### config.mk
export PLATFORM = sky130hd
export DESIGN_NAME = m_icache
export DESIGN_NICKNAME = d
export VERILOG_FILES = /design/src/rtl/m_icache.sv
export SDC_FILE = /design/constraint.sdc
export NUM_CORES = 2
export LEC_CHECK = 0
export CORE_ASPECT_RATIO = 2
export CORE_MARGIN = 4
export CORE_UTILIZATION = 45
export CTS_CLUSTER_DIAMETER = 80
export DETAILED_ROUTE_END_ITERATION = 7
export PLACE_DENSITY = 0.61
export SYNTH_ARGS = -nofsm -noshare
export SYNTH_HDL_FRONTEND = slang
export SYNTH_SLANG_ARGS = --single-unit
export TNS_END_PERCENT = 100
### constraint.sdc
create_clock -name w_clk -period 12 [get_ports w_clk]
set_clock_uncertainty 0.15 [all_clocks]
set_input_delay 3.6 -clock w_clk [delete_from_list [all_inputs] [get_ports w_clk]]
set_output_delay 3.6 -clock w_clk [all_outputs]
set_load 0.01 [all_outputs]
### src/rtl/m_icache.sv
// m_icache: direct-mapped instruction cache with 4-word line refill from an ack-handshaked memory
// Optional hit/miss counters are built when ICACHE_STATS_EN is defined.
module m_icache #(
  parameter int LINES      = 16,
  parameter int LINE_WORDS = 4
) (
  input  logic        w_clk,
  input  logic        w_rst_n,
  input  logic [31:0] w_pc,
  input  logic        w_re,
  input  logic        w_flush,
  output logic [31:0] w_ir,
  output logic        w_oe,
  output logic        w_mreq,
  output logic [31:0] w_maddr,
  input  logic [31:0] w_mdata,
  input  logic        w_mack
);
  localparam int IW = $clog2(LINES);
  localparam int TW = 28 - IW;
  typedef enum logic {IDLE, FILL} state_t;
  state_t state, state_n;
  logic [LINES-1:0] valid;
  logic [TW-1:0] tags [LINES];
  logic [31:0] data [LINES*LINE_WORDS];
  logic [TW-1:0] r_ftag;
  logic [IW-1:0] r_findex;
  logic [1:0] r_fword;
  logic r_flush_pend;
  logic [IW-1:0] idx;
  logic [TW-1:0] tag;
  logic hit, start, last, flush_seen, unused_ok;
  assign idx = w_pc[4+IW-1:4];
  assign tag = w_pc[31:4+IW];
  assign unused_ok = ^w_pc[1:0];
  always_comb begin
    hit = w_re & !w_flush & valid[idx] & (tags[idx] == tag) & (state == IDLE);
    start = (state == IDLE) & w_re & !hit & !w_flush;
    last = (state == FILL) & w_mack & (r_fword == 2'd3);
    flush_seen = r_flush_pend | w_flush;
    state_n = start ? FILL : last ? IDLE : state;
    w_oe = hit;
    w_ir = hit ? data[{idx, w_pc[3:2]}] : '0;
    w_mreq = state == FILL;
    w_maddr = w_mreq ? {r_ftag, r_findex, r_fword, 2'b00} : '0;
  end
  always_ff @(posedge w_clk or negedge w_rst_n)
    if (!w_rst_n) state <= IDLE;
    else state <= state_n;
  always_ff @(posedge w_clk or negedge w_rst_n) begin
    if (!w_rst_n) begin
      valid <= '0;
      r_fword <= '0;
      r_flush_pend <= 1'b0;
      r_ftag <= '0;
      r_findex <= '0;
    end else begin
      if (start) begin
        r_ftag <= tag;
        r_findex <= idx;
        r_fword <= '0;
        valid[idx] <= 1'b0;
      end
      if (w_mreq & w_mack) r_fword <= r_fword + 2'd1;
      if (w_mreq & w_flush) r_flush_pend <= 1'b1;
      // a flush seen at any point of the fill keeps the new line invalid and drops all others
      if (last) begin
        r_flush_pend <= 1'b0;
        valid[r_findex] <= !flush_seen;
        if (flush_seen) valid <= '0;
      end
      if ((state == IDLE) & w_flush) valid <= '0;
    end
  end
  always_ff @(posedge w_clk) begin
    if (w_mreq & w_mack) data[{r_findex, r_fword}] <= w_mdata;
    if (last) tags[r_findex] <= r_ftag;
  end
`ifdef ICACHE_STATS_EN
  logic [31:0] r_hits, r_misses;
  always_ff @(posedge w_clk or negedge w_rst_n)
    if (!w_rst_n) begin
      r_hits <= '0;
      r_misses <= '0;
    end else begin
      if (hit) r_hits <= r_hits + 32'd1;
      if (start) r_misses <= r_misses + 32'd1;
    end
`endif
endmodule

==> metrics.txt <==
RSZ-0062 raised after global routing false; root buf cell clkbuf_16; Via density between 6 and 7; DR vias 47010; largest fanout on the critical path 41; final hold vios 0; DP HPWL 159200 um; Starting DRT DRC Count about 5600; mapped cell area 95250 sq um; area share of the largest cell type after synthesis 76.67%; initial antenna violation count 11; EDFF count, synth roughly 2400; DRC viols 0; Crit. End Element output port; static leakage roughly 34 nW; chip width 333.3 um; total track usage about a quarter; fmax 84.61 MHz; final cell count without fillers between 7000 and 8000; Hold Path End r_flush_pend; Worst R2R End data[54][28]; cell row count 238; critical-path cell list buf_6 > buf_4 > mux4_2 > mux2i_1 > o22ai_1 > nor4_1 > nor2_1 > a211oi_1 > nand4b_4 > buf_12 > a2111oi_2 > buf_4 > clkdlybuf4s50_1; first-pass GRT wire length 383000 um; Final nets 4570; total grt overflow 0; worst vdd ir about 140 uV; Routed WL per cell 37.30 um; core box area 210200 sq um; Power per Cell Area 170.2 nW/um^2; crit-path most repeated cell buf_4; Area contributors post-synth edfxtp_1, mux4_2, dfrtp_1; gp weighted congestion just over 0.8; GR peak layer met2; Resized cells post-CTS 0; grt met1 use 30.63%; register area 74230 sq um; Critical Setup Path Class in2out; Ys Warns 0; reg-to-reg startpoint w_mreq; antenna-violating nets left 0; Tcrit/Tclk final 98.50%; met3 Use GR 3.331%; clock transition at the registers of the reported paths 0.07 ns; CTS tree done; Setup crit start kind input pin; worst-margin pin slew 1.254 ns; Die ar. 219500 sq um; Worst Hold Depth 2; unique cell type count in the Yosys netlist 67; Yosys top cell by area edfxtp_1; multi-input logic area 20520 sq um; DR pass1 iterations 6; Worst Reg-to-Reg Cells 5; Tmin final 11.82 ns; syn avg cell area 22.99 sq um; asr flop ratio synth approximately 1.9%; crit-path max cell delay 0.54 ns; initial core utilization between 40% and 50%; number of synthesized register bits 2480; slew margin rel. 16.41%; number of placed cells counting well taps 7048; setup TNS 0 ns; Post-CTS Setup Bufs 0; post-synthesis instance total 4143; Die Ht 658.7 um; share of layout cells above drive strength 1 29.03%; ys flop type edfxtp_1; I/O Pins 135; outcome finished, final reports clean; port bufs 130; worst skew pair latency slightly below 0.9 ns; largest net degree at the start of global routing 70; Layout fillers 16480; grt met2 use 44.13%; Max Slew Vio Count 0; Seq/Total Area, Yosys 77.93%; CTS Hold Bufs 0; area delta synth->final 13.40%; Arrival @ worst endpoint 8.07 ns; crit path max-delay cell type clkdlybuf4s50_1; Pwr Total 18.39 mW; final WL 277000 um; clock buffer depth 4; reg2reg setup slack 8.05 ns; Worst Hold Launch r_flush_pend; number of global-route vias before repair 48180; Final setup viols 0; H-tree depth 4; Crit path required time slightly above 8 ns; Num CTS Buffers 210; HP Class reg2reg; clk sinks 2480; max-cap violations 0
## layout by cell type, fill, tap and decap left out, types with 20 or more instances in the layout
master,count
a211oi_1,20
a21oi_1,21
a22oi_1,21
and2_1,37
buf_12,27
buf_2,34
buf_4,220
clkbuf_1,46
clkbuf_16,212
clkdlybuf4s50_1,90
clkinv_1,50
clkinv_2,30
dfrtp_1,48
edfxtp_1,2432
mux2_4,25
mux2i_1,101
mux4_2,644
nand2_1,38
nor2_1,47
nor2_4,75
o21ai_0,25
o22ai_1,127
xnor2_1,22
## critical path, delay by kind of cell
family	cells	cell delay [ns]
AOI/OAI and AO/OA	3	1.10
buffers and inverters	5	1.77
muxes	2	1.00
and+or+nand+nor	3	0.54
## state kept, by name (all words and copies together) (netlist names)
name and count:
r_findex 4, r_ftag 24, w_mreq 1, valid 16
r_flush_pend 1, data 2048, tags 384, r_fword 2
## Yosys cell counts (13+ instances only)
library cell	count
dfrtp_1	48
o21ai_0	25
a22oi_1	21
nor3_1	21
a31oi_1	19
a21oi_1	21
mux4_2	644
nand2_1	39
o22ai_1	127
a211oi_1	20
nor2b_1	13
nor2_1	123
mux2_2	13
edfxtp_1	2432
and2_1	37
buf_1	19
buf_2	76
mux2i_1	101
xnor2_1	22
mux2_4	25
nor4_1	15
clkbuf_1	117
## kinds of logic (layout without fill, tap and decap cells)
kind of cell,after synthesis,count (layout),synth area share (%)
adder cells (fa/ha/maj),1,1,0.01313
XOR/XNOR,28,28,0.2575
AO/OA/AOI/OAI,295,295,2.119
other,1,11,0.003937
AND/OR/NAND/NOR,312,312,1.650
buffers and inverters,242,755,1.176
multiplexers,784,784,16.85
flip-flops,2480,2480,77.93
## layer usage
metal	part of all wire [%]	wire length [um]
met5	0.0047	13
met4	5.6	15580
met3	7.3	20150
met2	53	145500
met1	35	95710
## report_power, final
part | internal [mW] | total, mW | switching [mW]
logic | 0.591 | 1.54 | 0.946
clock network | 3.54 | 6.60 | 3.06
registers | 9.96 | 10.3 | 0.289
total | 14.1 | 18.4 | 4.29
## per-stage QoR
| step | utilization (%) | setup slack, ns | instance area (sq um) | hold slack [ns] |
|---|---|---|---|---|
| after floorplan | - | 1.765 | 95260 | 0.3650 |
| after global placement | 48.31 | 0.2611 | 101600 | 0.3942 |
| after detailed placement | 48.31 | 0.1977 | 101600 | 0.3940 |
| after CTS | 51.37 | 0.1837 | 108000 | 0.4115 |
| after global routing | 51.37 | 0.01246 | 108000 | 0.4665 |
| final | 51.38 | 0.1805 | 108000 | 0.4125 |
## worst max path at each step
stage             from        to  cells after the start
6_report       w_pc[5]  w_ir[18]                     13
3_3_place_gp   w_pc[5]  w_ir[18]                     13
3_5_place_dp   w_pc[5]  w_ir[18]                     13
5_1_grt        w_pc[5]  w_ir[18]                     13
4_1_cts        w_pc[5]  w_ir[18]                     13
2_1_floorplan  w_pc[7]  w_ir[13]                     12
## layout make-up
cell class	instances	share of cell area [%]
diodes	9	0.02085
clock buffers	262	5.122
clock inverters	107	0.8190
inverters	10	0.03938
multi-input cells	1422	18.99
flip-flops and latches	2480	68.72
well taps	2760	3.197
repair buffers	376	3.084
Power figures use the tool's default switching activity.
